File: src/rtl/ram_port_arbiter.sv
`default_nettype none
// ============================================================================
// Module   : ram_port_arbiter
// Brief    : Two-requester round-robin arbiter for the write and read ports of
//            a shared single-cycle-latency RAM, with read-after-write hazard hold.
// Revision : 1.0
// ============================================================================
module ram_port_arbiter #(
    parameter int RAM_WIDTH = 16,
    parameter int ADDR_LINE = 8
) (
    input  logic                 clk,
    input  logic                 rst,
    input  logic                 wr0_valid,
    input  logic                 wr1_valid,
    output logic                 wr0_ready,
    output logic                 wr1_ready,
    input  logic [ADDR_LINE-1:0] wr0_addr,
    input  logic [ADDR_LINE-1:0] wr1_addr,
    input  logic [RAM_WIDTH-1:0] wr0_data,
    input  logic [RAM_WIDTH-1:0] wr1_data,
    input  logic                 rd0_valid,
    input  logic                 rd1_valid,
    output logic                 rd0_ready,
    output logic                 rd1_ready,
    input  logic [ADDR_LINE-1:0] rd0_addr,
    input  logic [ADDR_LINE-1:0] rd1_addr,
    output logic                 rd0_rvalid,
    output logic                 rd1_rvalid,
    output logic [RAM_WIDTH-1:0] rd_rdata,
    output logic                 ram_wr_en,
    output logic [ADDR_LINE-1:0] ram_wr_addr,
    output logic [RAM_WIDTH-1:0] ram_wr_data,
    output logic                 ram_rd_en,
    output logic [ADDR_LINE-1:0] ram_rd_addr,
    input  logic [RAM_WIDTH-1:0] ram_rd_data
);

    logic                 r_wr_ptr;
    logic                 r_rd_ptr;
    logic                 r_tag;
    logic                 r_tag_valid;

    logic                 w_wr_gnt0;
    logic                 w_wr_gnt1;
    logic                 w_wr_any;
    logic [ADDR_LINE-1:0] w_wr_addr;
    logic [RAM_WIDTH-1:0] w_wr_data;
    logic                 w_rd_any;
    logic                 w_rd_cand1;
    logic [ADDR_LINE-1:0] w_rd_cand_addr;
    logic                 w_hazard;
    logic                 w_rd_gnt;
    logic                 w_rvalid_any;

    always_comb begin
        w_wr_gnt0 = !rst && wr0_valid && (!wr1_valid || !r_wr_ptr);
        w_wr_gnt1 = !rst && wr1_valid && (!wr0_valid || r_wr_ptr);
        w_wr_any  = w_wr_gnt0 || w_wr_gnt1;
        w_wr_addr = '0;
        w_wr_data = '0;
        if (w_wr_gnt0) begin
            w_wr_addr = wr0_addr;
            w_wr_data = wr0_data;
        end else if (w_wr_gnt1) begin
            w_wr_addr = wr1_addr;
            w_wr_data = wr1_data;
        end

        w_rd_any       = rd0_valid || rd1_valid;
        w_rd_cand1     = rd1_valid && (!rd0_valid || r_rd_ptr);
        w_rd_cand_addr = w_rd_cand1 ? rd1_addr : rd0_addr;
        // A read hitting this cycle's write address waits one cycle so it sees the new data
        w_hazard       = w_wr_any && (w_rd_cand_addr == w_wr_addr);
        w_rd_gnt       = !rst && w_rd_any && !w_hazard;
    end

    assign wr0_ready   = w_wr_gnt0;
    assign wr1_ready   = w_wr_gnt1;
    assign ram_wr_en   = w_wr_any;
    assign ram_wr_addr = w_wr_addr;
    assign ram_wr_data = w_wr_data;

    assign rd0_ready   = w_rd_gnt && !w_rd_cand1;
    assign rd1_ready   = w_rd_gnt && w_rd_cand1;
    assign ram_rd_en   = w_rd_gnt;
    assign ram_rd_addr = w_rd_gnt ? w_rd_cand_addr : '0;

    // Tag gated by rst so a grant just before reset never surfaces
    assign rd0_rvalid   = !rst && r_tag_valid && !r_tag;
    assign rd1_rvalid   = !rst && r_tag_valid && r_tag;
    assign w_rvalid_any = rd0_rvalid || rd1_rvalid;
    assign rd_rdata     = w_rvalid_any ? ram_rd_data : '0;

    always_ff @(posedge clk) begin
        if (rst) begin
            r_wr_ptr    <= 1'b0;
            r_rd_ptr    <= 1'b0;
            r_tag       <= 1'b0;
            r_tag_valid <= 1'b0;
        end else begin
            if (w_wr_any) begin
                r_wr_ptr <= w_wr_gnt0;
            end
            if (w_rd_gnt) begin
                r_rd_ptr <= !w_rd_cand1;
            end
            r_tag_valid <= w_rd_gnt;
            r_tag       <= w_rd_cand1;
        end
    end

endmodule
`default_nettype wire

File: config.mk
export PLATFORM = sky130hd
export DESIGN_NAME = ram_port_arbiter
export DESIGN_NICKNAME = d
export VERILOG_FILES = /design/src/rtl/ram_port_arbiter.sv
export SDC_FILE = /design/constraint.sdc
export NUM_CORES = 1
export LEC_CHECK = 0
export CAP_MARGIN = 20
export CORE_ASPECT_RATIO = 2
export CORE_UTILIZATION = 24
export DETAILED_ROUTE_END_ITERATION = 12
export GPL_TIMING_DRIVEN = 0
export PLACE_DENSITY = 0.82
export SLEW_MARGIN = 25
export SYNTH_ARGS = -nofsm -noshare
export SYNTH_HDL_FRONTEND = slang
export SYNTH_SLANG_ARGS = --single-unit
File: constraint.sdc
create_clock -name clk -period 2.5 [get_ports clk]
set_input_delay 0.25 -clock clk [delete_from_list [all_inputs] [get_ports clk]]
set_output_delay 0.25 -clock clk [all_outputs]
set_load 0.01 [all_outputs]
# Word-level counts from Yosys, hierarchy flattened
# Cells that the tools add are included.
[totals] register_bits=4 in_bits=86 out_inout_bits=56 word_cells=39
[op_classes] eq_ne=1 n_mux=7 reduce_logical=27
[ops] op="$mux 16" n=3
[ops] op="$mux 8" n=4
[ops] op="$logic_and 1x1->1" n=13
[ops] op="$eq 8x8->1" n=1
[ops] op="$logic_not 1->1" n=8
[ops] op="$logic_or 1x1->1" n=6

# Depth between registers and ports, before layout
# Gate-level depths: netlist of run 1.
[logic_depth] depth_word=10 ltp_mapped=8 depth_no_buf=6

# Worst setup path before layout of run 1
# OpenSTA, ideal clock, no wires.
[synth_timing] path_type="flip-flop to output port" start="register r_wr_ptr" end="output rd0_ready" arrival_ns=1.945 t_required_ns=2.250 slack_ns=0.305 stages_incl_launch_ff=9 n_path_buf=2 cell_sequence="dfxtp_1 > nand2b_1 > buf_2 > a32oi_1 > or4_1 > nand4_1 > nor4_1 > buf_2 > nor3b_1"
[synth_between] elab_chain_len=9 elab_cells_between_ends=13 classes_between="1 x eq/ne; 2 x mux; 10 x reduce/logical"
[synth_lines] item="start, declared" line="39" text="logic r_wr_ptr;"
[synth_lines] item="start signal, assigned" line="103" text="r_wr_ptr <= w_wr_gnt0;"
[synth_lines] item="$logic_or 1x1->1 or $logic_not 1->1 (tied branches)" line="58, 57"
[synth_lines] item="$logic_and 1x1->1 or $logic_or 1x1->1 (tied branches)" line="58, 57"
[synth_lines] item="$mux 8 or $logic_and 1x1->1 (tied branches)" line="65, 57"
[synth_lines] item="$mux 8" line="62" text="if (w_wr_gnt0) begin"
[synth_lines] item="$eq 8x8->1" line="74" text="w_hazard = w_wr_any && (w_rd_cand_addr == w_wr_addr);"
[synth_lines] item="$logic_and 1x1->1 (*)" line="74"
[synth_lines] item="$logic_not 1->1 (*)" line="75" text="w_rd_gnt = !rst && w_rd_any && !w_hazard;"
[synth_lines] item="$logic_and 1x1->1 (*)" line="75"
[synth_lines] item="$logic_and 1x1->1 (*)" line="84" text="assign rd0_ready = w_rd_gnt && !w_rd_cand1;"
[synth_lines] item="end, declared" line="24" text="output logic rd0_ready,"
# Mark *: on every way between the ends. The rest lies on a longest branch, timed or not.

# Worst setup path after layout of run 1
[layout_timing] start="register r_wr_ptr" end="output ram_rd_addr[7]"
[layout_between] elab_chain_len=9 elab_cells_between_ends=13 classes_between="1 x eq/ne; 3 x mux; 9 x reduce/logical"
[layout_lines] item="$logic_or 1x1->1 or $logic_not 1->1 (tied branches)" line="58, 57"
[layout_lines] item="$logic_and 1x1->1 or $logic_or 1x1->1 (tied branches)" line="58, 57"
[layout_lines] item="$mux 8 or $logic_and 1x1->1 (tied branches)" line="65, 57"
[layout_lines] item="$mux 8" line="62"
[layout_lines] item="$eq 8x8->1" line="74"
[layout_lines] item="$logic_and 1x1->1 (*)" line="74"
[layout_lines] item="$logic_not 1->1 (*)" line="75"
[layout_lines] item="$logic_and 1x1->1 (*)" line="75"
[layout_lines] item="$mux 8 (*)" line="87" text="assign ram_rd_addr = w_rd_gnt ? w_rd_cand_addr : '0;"
[layout_lines] item="end, declared" line="35" text="output logic [ADDR_LINE-1:0] ram_rd_addr,"
# Marks and branches as above.

==> results of run 1 <==
==> kinds of logic (layout without fill, tap and decap cells) <==
| logic type | Yosys count | count (layout) | share of synthesized area |
|---|---|---|---|
| AND/OR/NAND/NOR | 73 | 73 | 0.4232 |
| flip-flops | 4 | 4 | 0.08258 |
| AO/OA/AOI/OAI | 50 | 51 | 0.4193 |
| buffers and inverters | 16 | 171 | 0.07484 |
==> per-stage QoR <==
stage | worst slack, ns | cells
finish | -0.08432 | 350
global route | -0.1372 | 350
global placement | -0.9055 | 335
floorplan | 0.3052 | 143
detailed placement | -1.009 | 335
CTS | -0.002420 | 347
==> area by class of cell <==
class                           count  share of cell area
Inverter                            3            0.003932
Clock buffer                        3             0.01442
Multi-Input combinational cell    124              0.3823
Tap cell                           51             0.02228
Sequential cell                     4             0.02927
Buffer                             13             0.04238
Timing Repair Buffer              152              0.5055
==> power by group through the flow <==
stage | logic (uW) | clock network (uW) | registers [uW]
global route | 554 | 152 | 74.0
global placement | 418 | 0 | 72.6
CTS | 474 | 142 | 72.8
detailed placement | 423 | 0 | 72.8
floorplan | 159 | 0 | 72.0
finish | 527 | 148 | 73.8
==> cells in the mapped netlist, types with 2 or more instances <==
| cell | count |
|---|---|
| sky130_fd_sc_hd__clkbuf_1 | 7 |
| sky130_fd_sc_hd__a22o_1 | 16 |
| sky130_fd_sc_hd__nor2b_1 | 4 |
| sky130_fd_sc_hd__a21boi_0 | 6 |
| sky130_fd_sc_hd__nor3_1 | 7 |
| sky130_fd_sc_hd__o22ai_1 | 7 |
| sky130_fd_sc_hd__a211oi_1 | 5 |
| sky130_fd_sc_hd__or4_1 | 7 |
| sky130_fd_sc_hd__nand3_1 | 2 |
| sky130_fd_sc_hd__and2_1 | 17 |
| sky130_fd_sc_hd__a32oi_1 | 8 |
| sky130_fd_sc_hd__inv_1 | 3 |
| sky130_fd_sc_hd__buf_2 | 4 |
| sky130_fd_sc_hd__nor2_1 | 20 |
| sky130_fd_sc_hd__o21bai_1 | 2 |
| sky130_fd_sc_hd__nand4_1 | 3 |
| sky130_fd_sc_hd__dfxtp_1 | 4 |
| sky130_fd_sc_hd__nand2_1 | 2 |
| sky130_fd_sc_hd__and3_1 | 6 |
==> final timing paths <==
path	start	endpoint	slack, ns
worst min-delay path	r_wr_ptr	r_wr_ptr	0.52
worst min register to register	r_wr_ptr	r_wr_ptr	0.52
worst max-delay path	r_wr_ptr	ram_rd_addr[7]	-0.08
worst max register to register	r_wr_ptr	r_rd_ptr	0.08
==> sequential cells by signal, summed over array words and instances (netlist names) <==
signal       count
r_tag_valid      1
r_wr_ptr         1
r_rd_ptr         1
r_tag            1
==> worst max-delay path, cell delays in order (launching register included) <==
cell	delay, ns
sky130_fd_sc_hd__dfxtp_4	0.39
sky130_fd_sc_hd__nand2b_4	0.15
sky130_fd_sc_hd__buf_8	0.15
sky130_fd_sc_hd__a32oi_4	0.13
sky130_fd_sc_hd__or4_1	0.55
sky130_fd_sc_hd__nand4_1	0.18
sky130_fd_sc_hd__nor4_4	0.09
sky130_fd_sc_hd__buf_4	0.16
sky130_fd_sc_hd__a211oi_2	0.16
sky130_fd_sc_hd__buf_2	0.17
==> metal layers <==
layer | track usage | routed length, microns | vias up
met5 | 0 | 0 | -
met4 | 0.1119 | 382 | 0
met3 | 0.06299 | 700 | 29
met2 | 0.4873 | 3334 | 147
met1 | 0.2898 | 2225 | 869
li1 | - | - | 875
==> what timing repair did <==
item                                    in CTS  in global routing
pin swaps                                    9                 12
cloned                                       4                  0
endpoints found under the setup margin      55                 35
resized for setup                          105                 26
setup buffers                                5                  3
==> results list, run 1 <==
* Proportion of layout cells with a drive suffix above 1: 0.2408
- Via count of the first global-routing pass: 1776
* Yosys warning total: 0
* RSZ-0062 raised after global routing: true
- Clock tree from TritonCTS: done
* Die height: between 90 and 100 microns
* Overall track demand over capacity in global routing: 0.2756
* Share of synthesized area occupied by flip-flops and latches: 0.08258
- Number of vias per cell after detailed routing: between 5 and 6
- The routed design has 6.642 mm of wire.
- Net count of the mapped netlist: 229
* Number of sinks on the clock net: 4
- Drt first pass iters: 4
- Post-route setup slack: -0.08432 ns
- Largest clock skew in the final design: 0.005781 ns
- Routed vias: 1920
- Total grt overflow: 0
- Fraction of power consumed by the clock network: 0.198
- In the final layout, flip-flops and latches occupy approximately 84 sq um.
- Die area: 0.004314 sq mm
- For the worst-skew pair, the clock arrives at the later sink with an insertion delay of ~0.22 ns.
- Number of nets with antenna violations after routing: 0
- Tcrit/Tclk final: 1.034
- Share of flip-flops with an asynchronous set or reset after synthesis: 0
* Clock tree root driver cell: sky130_fd_sc_hd__clkbuf_8
- Counting every instance in the synthesized netlist gives 143.
- Max clock buf depth: 2
- For this design the ratio of total power to cell area is 261.7 mW/mm^2.
- Leakage power of the design: 0.001120 uW
- Top_reg_cell synth: sky130_fd_sc_hd__dfxtp_1
- Worst path required time: roughly 2.3 ns
- F_max: 386.9 MHz
- After layout, the minimum clock period comes to approximately 2.6 ns.
* Actual transition at the worst max-transition pin: 0.8083 ns
- The internal portion of the total power is around 480 uW.
* Path type of the worst setup path: flop to output port
* Gpl congestion: 0.9440
* Pin count of the biggest net entering global routing: 11
- Area of the multi-input gates: 0.001095 sq mm
* Largest vdd supply drop: 0.2650 mV
* Startpoint type of the worst setup path: flop
- Of the total power, registers draw 0.098.
- Pins Over Slew Limit: 0
* Level count of the clock H-tree: 1
- The number of clock buffers added by TritonCTS is 3.
- Initial core utilization: 0.2523
- Headroom to the max-slew limit came out at 0.4611.
* Worst setup EP type: output port
- Combinational power share: 0.703
- Relative to the synthesized area, the layout overhead comes to 195.4%.
- Unique cell type count in the Yosys netlist: 32
* Post-placement cell area: 0.002445 sq mm
- Area share of the largest cell type after synthesis: 0.1445
- Across the run, the number of max-cap violations was 0.
- In this run, the number of DRC markers left after iteration 0 of detailed routing was 49.
- After filler insertion, the fill cell instance count of the layout stands at 270.
* Mapped Avg Cell Area: 6.781 sq um
- Core utilization of the finished layout: 0.7451
* Cell type with the highest aggregate area in the netlist: sky130_fd_sc_hd__a22o_1
* Post-route DRC: 0
- The worst register-to-register path has a depth of 8.
* Die extent in x: 46.95 microns
- Number of antenna violations at the first check in global routing: 0
- After detailed routing, the average wire length per cell comes to 18.98 microns.
* Net count reported at finish: 387
* Clock slew at the register clock pins of the worst setup and hold paths: 0.04 ns
* Status: finished, violations left
- The number of antenna diodes in the final layout is 0.
* Switching Power: 272.3 uW
* Sum of internal, switching and leakage power: 749.4 uW
* Worst Hold Slack: ~0.52 ns
* Count of final setup violators: 11
- Cells taking the most area after synthesis: sky130_fd_sc_hd__a22o_1 14%, sky130_fd_sc_hd__and2_1 11%, sky130_fd_sc_hd__dfxtp_1 8.3%
- The synthesized design contains 4 register bits.
- Once detailed placement completed, the half-perimeter wirelength came to 4.517 mm.
- Net switching fraction of the power: 0.3633
- Post-Synthesis Cell Area: 969.7 sq um
* Most used cells in the layout excluding fill and tap cells: 124 x sky130_fd_sc_hd__clkdlybuf4s50_1, 19 x sky130_fd_sc_hd__nor2_1, 17 x sky130_fd_sc_hd__and2_1, 16 x sky130_fd_sc_hd__a22o_1, 14 x sky130_fd_sc_hd__buf_2
- The synthesized design contains 0 enable-type register cells.
- In this run the core area contains 32 standard-cell rows.
- Buffers inserted to repair hold after CTS numbered 0.
- Crit path max fanout: 5
- Setup total negative slack on the finished layout was measured at -0.4729 ns.
* Number of primary I/O pins: 142
- Worst min path class: flop to flop
- The first global-routing pass estimated 8.735 mm of wire.
- Leading cell type in the layout, fill and taps excluded: sky130_fd_sc_hd__clkdlybuf4s50_1
- Violated checks: negative setup slack
- After floorplanning, the core was sized to cover ~0.0038 sq mm.
- Post-route standard cell area excluding fillers: 0.002864 sq mm
* Endpoint arrival time on the critical path: approximately 2.3 ns
- The number of hold violations in the final report is 0.
* # port buffers: 141
- Along the worst hold path, the cell count comes to 1.
Note: power is estimated with default switching activity, not from simulation.
==> inputs of run 2 (changes only) <==
--- a/config.mk
+++ b/config.mk
@@ -6,11 +6,10 @@
 export NUM_CORES = 1
 export LEC_CHECK = 0
 export CAP_MARGIN = 20
-export CORE_ASPECT_RATIO = 2
-export CORE_UTILIZATION = 24
+export CORE_UTILIZATION = 26
 export DETAILED_ROUTE_END_ITERATION = 12
 export GPL_TIMING_DRIVEN = 0
-export PLACE_DENSITY = 0.82
+export PLACE_DENSITY = 0.88
 export SLEW_MARGIN = 25
 export SYNTH_ARGS = -nofsm -noshare
 export SYNTH_HDL_FRONTEND = slang
==> constraint.sdc (replaced) <==
create_clock -name clk -period 3.07 [get_ports clk]
set_input_delay 0.307 -clock clk [delete_from_list [all_inputs] [get_ports clk]]
set_output_delay 0.307 -clock clk [all_outputs]
set_load 0.01 [all_outputs]
==> results list, run 2 (synthesis results as in run 1) <==
- The root buffer cell chosen for the clock tree is sky130_fd_sc_hd__clkbuf_8.
- For the worst setup path, the data required time is 2.76 ns.
- In this run the tightest slew margin relative to its limit is 0.6722.
- Number of nets with antenna violations after routing: 0
- 0 antenna diodes ended up in the layout.
- Total grt overflow: 0
- Area of the multi-input gates: 914.6 sq um
- The path class of the tightest hold or removal check is flop to flop.
- Data on the critical path arrives at its endpoint at around 2.8 ns.
- The initial antenna violation count came to 0.
- After detailed routing, the average wire length per cell comes to 15.50 microns.
- CTS built an H-tree with a depth of 1.
* Status: finished clean
* Power Dens Cells: 206.4 mW/mm^2
- Non-filler cells, final: 335
* Initial core utilization: 0.2817
* Post-placement cell area: roughly 0.0024 sq mm
- Before CTS, the worst setup slack after placement is -0.3955 ns.
* Max clock buf depth: 2
- Clock-pin slew was measured on the worst setup and hold paths at around 0.030 ns.
- The worst setup path is of the input port to output port kind.
- Buffers inserted to repair hold after CTS numbered 0.
- Fillcell total: 265
- Core utilization of the finished layout: 0.7535
- Half-perimeter wire length after detailed placement: 4.057 mm
* RSZ-0062 raised after global routing: true
- Leakage power of the design: approximately 0.0011 uW
- For this design the top-level I/O count stands at 142.
- Most used cells in the layout excluding fill and tap cells: 128 x sky130_fd_sc_hd__clkdlybuf4s50_1, 19 x sky130_fd_sc_hd__nor2_1, 17 x sky130_fd_sc_hd__and2_1, 16 x sky130_fd_sc_hd__a22o_1, 11 x sky130_fd_sc_hd__dlygate4sd2_1
- For this run, the detailed router's first-pass iteration total came to 4.
* Largest vdd supply drop: 0.09985 mV
- The routed design has 5.194 mm of wire.
- Post-route standard cell area excluding fillers: 0.002594 sq mm
- Largest clock skew in the final design: 0.001502 ns
- The floorplan step set the die height to 63.07 microns.
- Sequential cell area: 81.33 sq um
- The first global-routing pass estimated 8.107 mm of wire.
- Post-route DRC: 0
* Shortest clock period the worst path allows after layout: between 3 and 4 ns
- In the finished design, the share of the clock period the worst path needs comes to 0.9973.
* # rows: 21
* Overall track demand over capacity in global routing: 0.2539
- The number of hold violations in the final report was 0.
* Worst setup EP type: output port
* Pins Over Slew Limit: 0
- Core area: around 0.0034 sq mm
- Clock latency on the worst-skew pair, taken at its later pin, is roughly 0.22 ns.
- Crit path max fanout: 10
- # port buffers: between 100 and 150
- After the first detailed-routing iteration, the DRC count stood at 63.
- The die is 63.07 microns wide.
- Via count of the first global-routing pass: between 1500 and 2000
- Setup slack closes at 0.008429 ns.
- Of the cells placed in the final design, the portion with a size suffix greater than 1 is 0.09689.
* Pin count of the biggest net entering global routing: 11
* F_max: 326.6 MHz
* Net count reported at finish: 377
- Number of vias per cell after detailed routing: approximately 5.2
- Number of sinks on the clock net: 4
- Startpoint type of the worst setup path: input port
* TritonCTS buffer count: 3
- At the pin with the least slew margin, the transition time is 0.4917 ns.
- The tool flagged a number of max-cap violations equal to 0.
- Area growth syn-to-layout: 167.5%
* Placed cells: 330
* Count of final setup violators: 0
- Routed vias: 1729
- Clock tree from TritonCTS: done
- Leading cell type in the layout, fill and taps excluded: sky130_fd_sc_hd__clkdlybuf4s50_1
- Counting cells, the worst reg-to-reg path comes to 7.
- The worst hold path was traced through 2 stages.
* Gpl congestion: 0.8023
- Sum of internal, switching and leakage power: 535.3 uW
- The floorplan step defined a die boundary enclosing 0.003978 sq mm.
==> run 2: stage by stage <==
step                      hold WS [ns]  setup TNS, ns
final                           0.5274              0
after global routing            0.5450       -0.06948
after CTS                       0.5254              0
after detailed placement        0.5015         -4.439
after global placement          0.4898         -4.181
after floorplan                 0.4715              0
==> run 2: final cells by class <==
cell class                 instances  area share
buffer                            13     0.02991
tap                               46     0.02219
clock buffer                       3     0.01592
timing repair buffer             142      0.5437
sequential                         4     0.03136
inverter                           3    0.004342
multi-input combinational        124      0.3526
==> run 2: worst max-delay path, cell delays in order <==
cell	delay, ns
sky130_fd_sc_hd__clkdlybuf4s50_1	0.60
sky130_fd_sc_hd__buf_6	0.17
sky130_fd_sc_hd__inv_1	0.11
sky130_fd_sc_hd__o21ai_4	0.23
sky130_fd_sc_hd__o211a_1	0.23
sky130_fd_sc_hd__o22ai_2	0.13
sky130_fd_sc_hd__nor4_4	0.24
sky130_fd_sc_hd__buf_6	0.19
sky130_fd_sc_hd__nor2_1	0.05
sky130_fd_sc_hd__clkdlybuf4s50_1	0.49
==> run 2: power breakdown <==
part	leakage (uW)	internal (uW)	switching (uW)	total, uW
logic	0.000999	217	145	362
registers	0.0000336	56.4	3.71	60.1
clock network	0.0000216	83.8	29.7	114
total	0.00105	357	178	535
==> run 2: worst paths after layout <==
kind / from / to / slack (ns)
min: r_rd_ptr / r_rd_ptr / 0.53
min reg2reg: r_rd_ptr / r_rd_ptr / 0.53
max: rd1_valid / ram_rd_en / 0.008
max reg2reg: r_wr_ptr / r_rd_ptr / 0.80
==> run 2: repair_timing <==
action                     4_1_cts  5_1_grt
pin swaps                        0        1
setup endpoints to repair       20       28
buffers inserted                 0        1
resized for setup               31       15
cloned                           1        0
==> run 2: routing by layer <==
layer	share of wire	GRT usage	up-vias
met2	0.50	0.4435	92
met3	0.079	0.05254	11
met1	0.40	0.2958	774
met4	0.022	0.1076	0
li1	-	-	852
met5	0	0	-
==> inputs of run 3 (changes only) <==
--- a/config.mk
+++ b/config.mk
@@ -5,6 +5,7 @@
 export SDC_FILE = /design/constraint.sdc
 export NUM_CORES = 1
 export LEC_CHECK = 0
+export ABC_AREA = 0
 export CAP_MARGIN = 20
 export CORE_UTILIZATION = 26
 export DETAILED_ROUTE_END_ITERATION = 12
==> results of run 3 <==
Same layout as run 2: the final DEF is identical, and so are final timing and power.
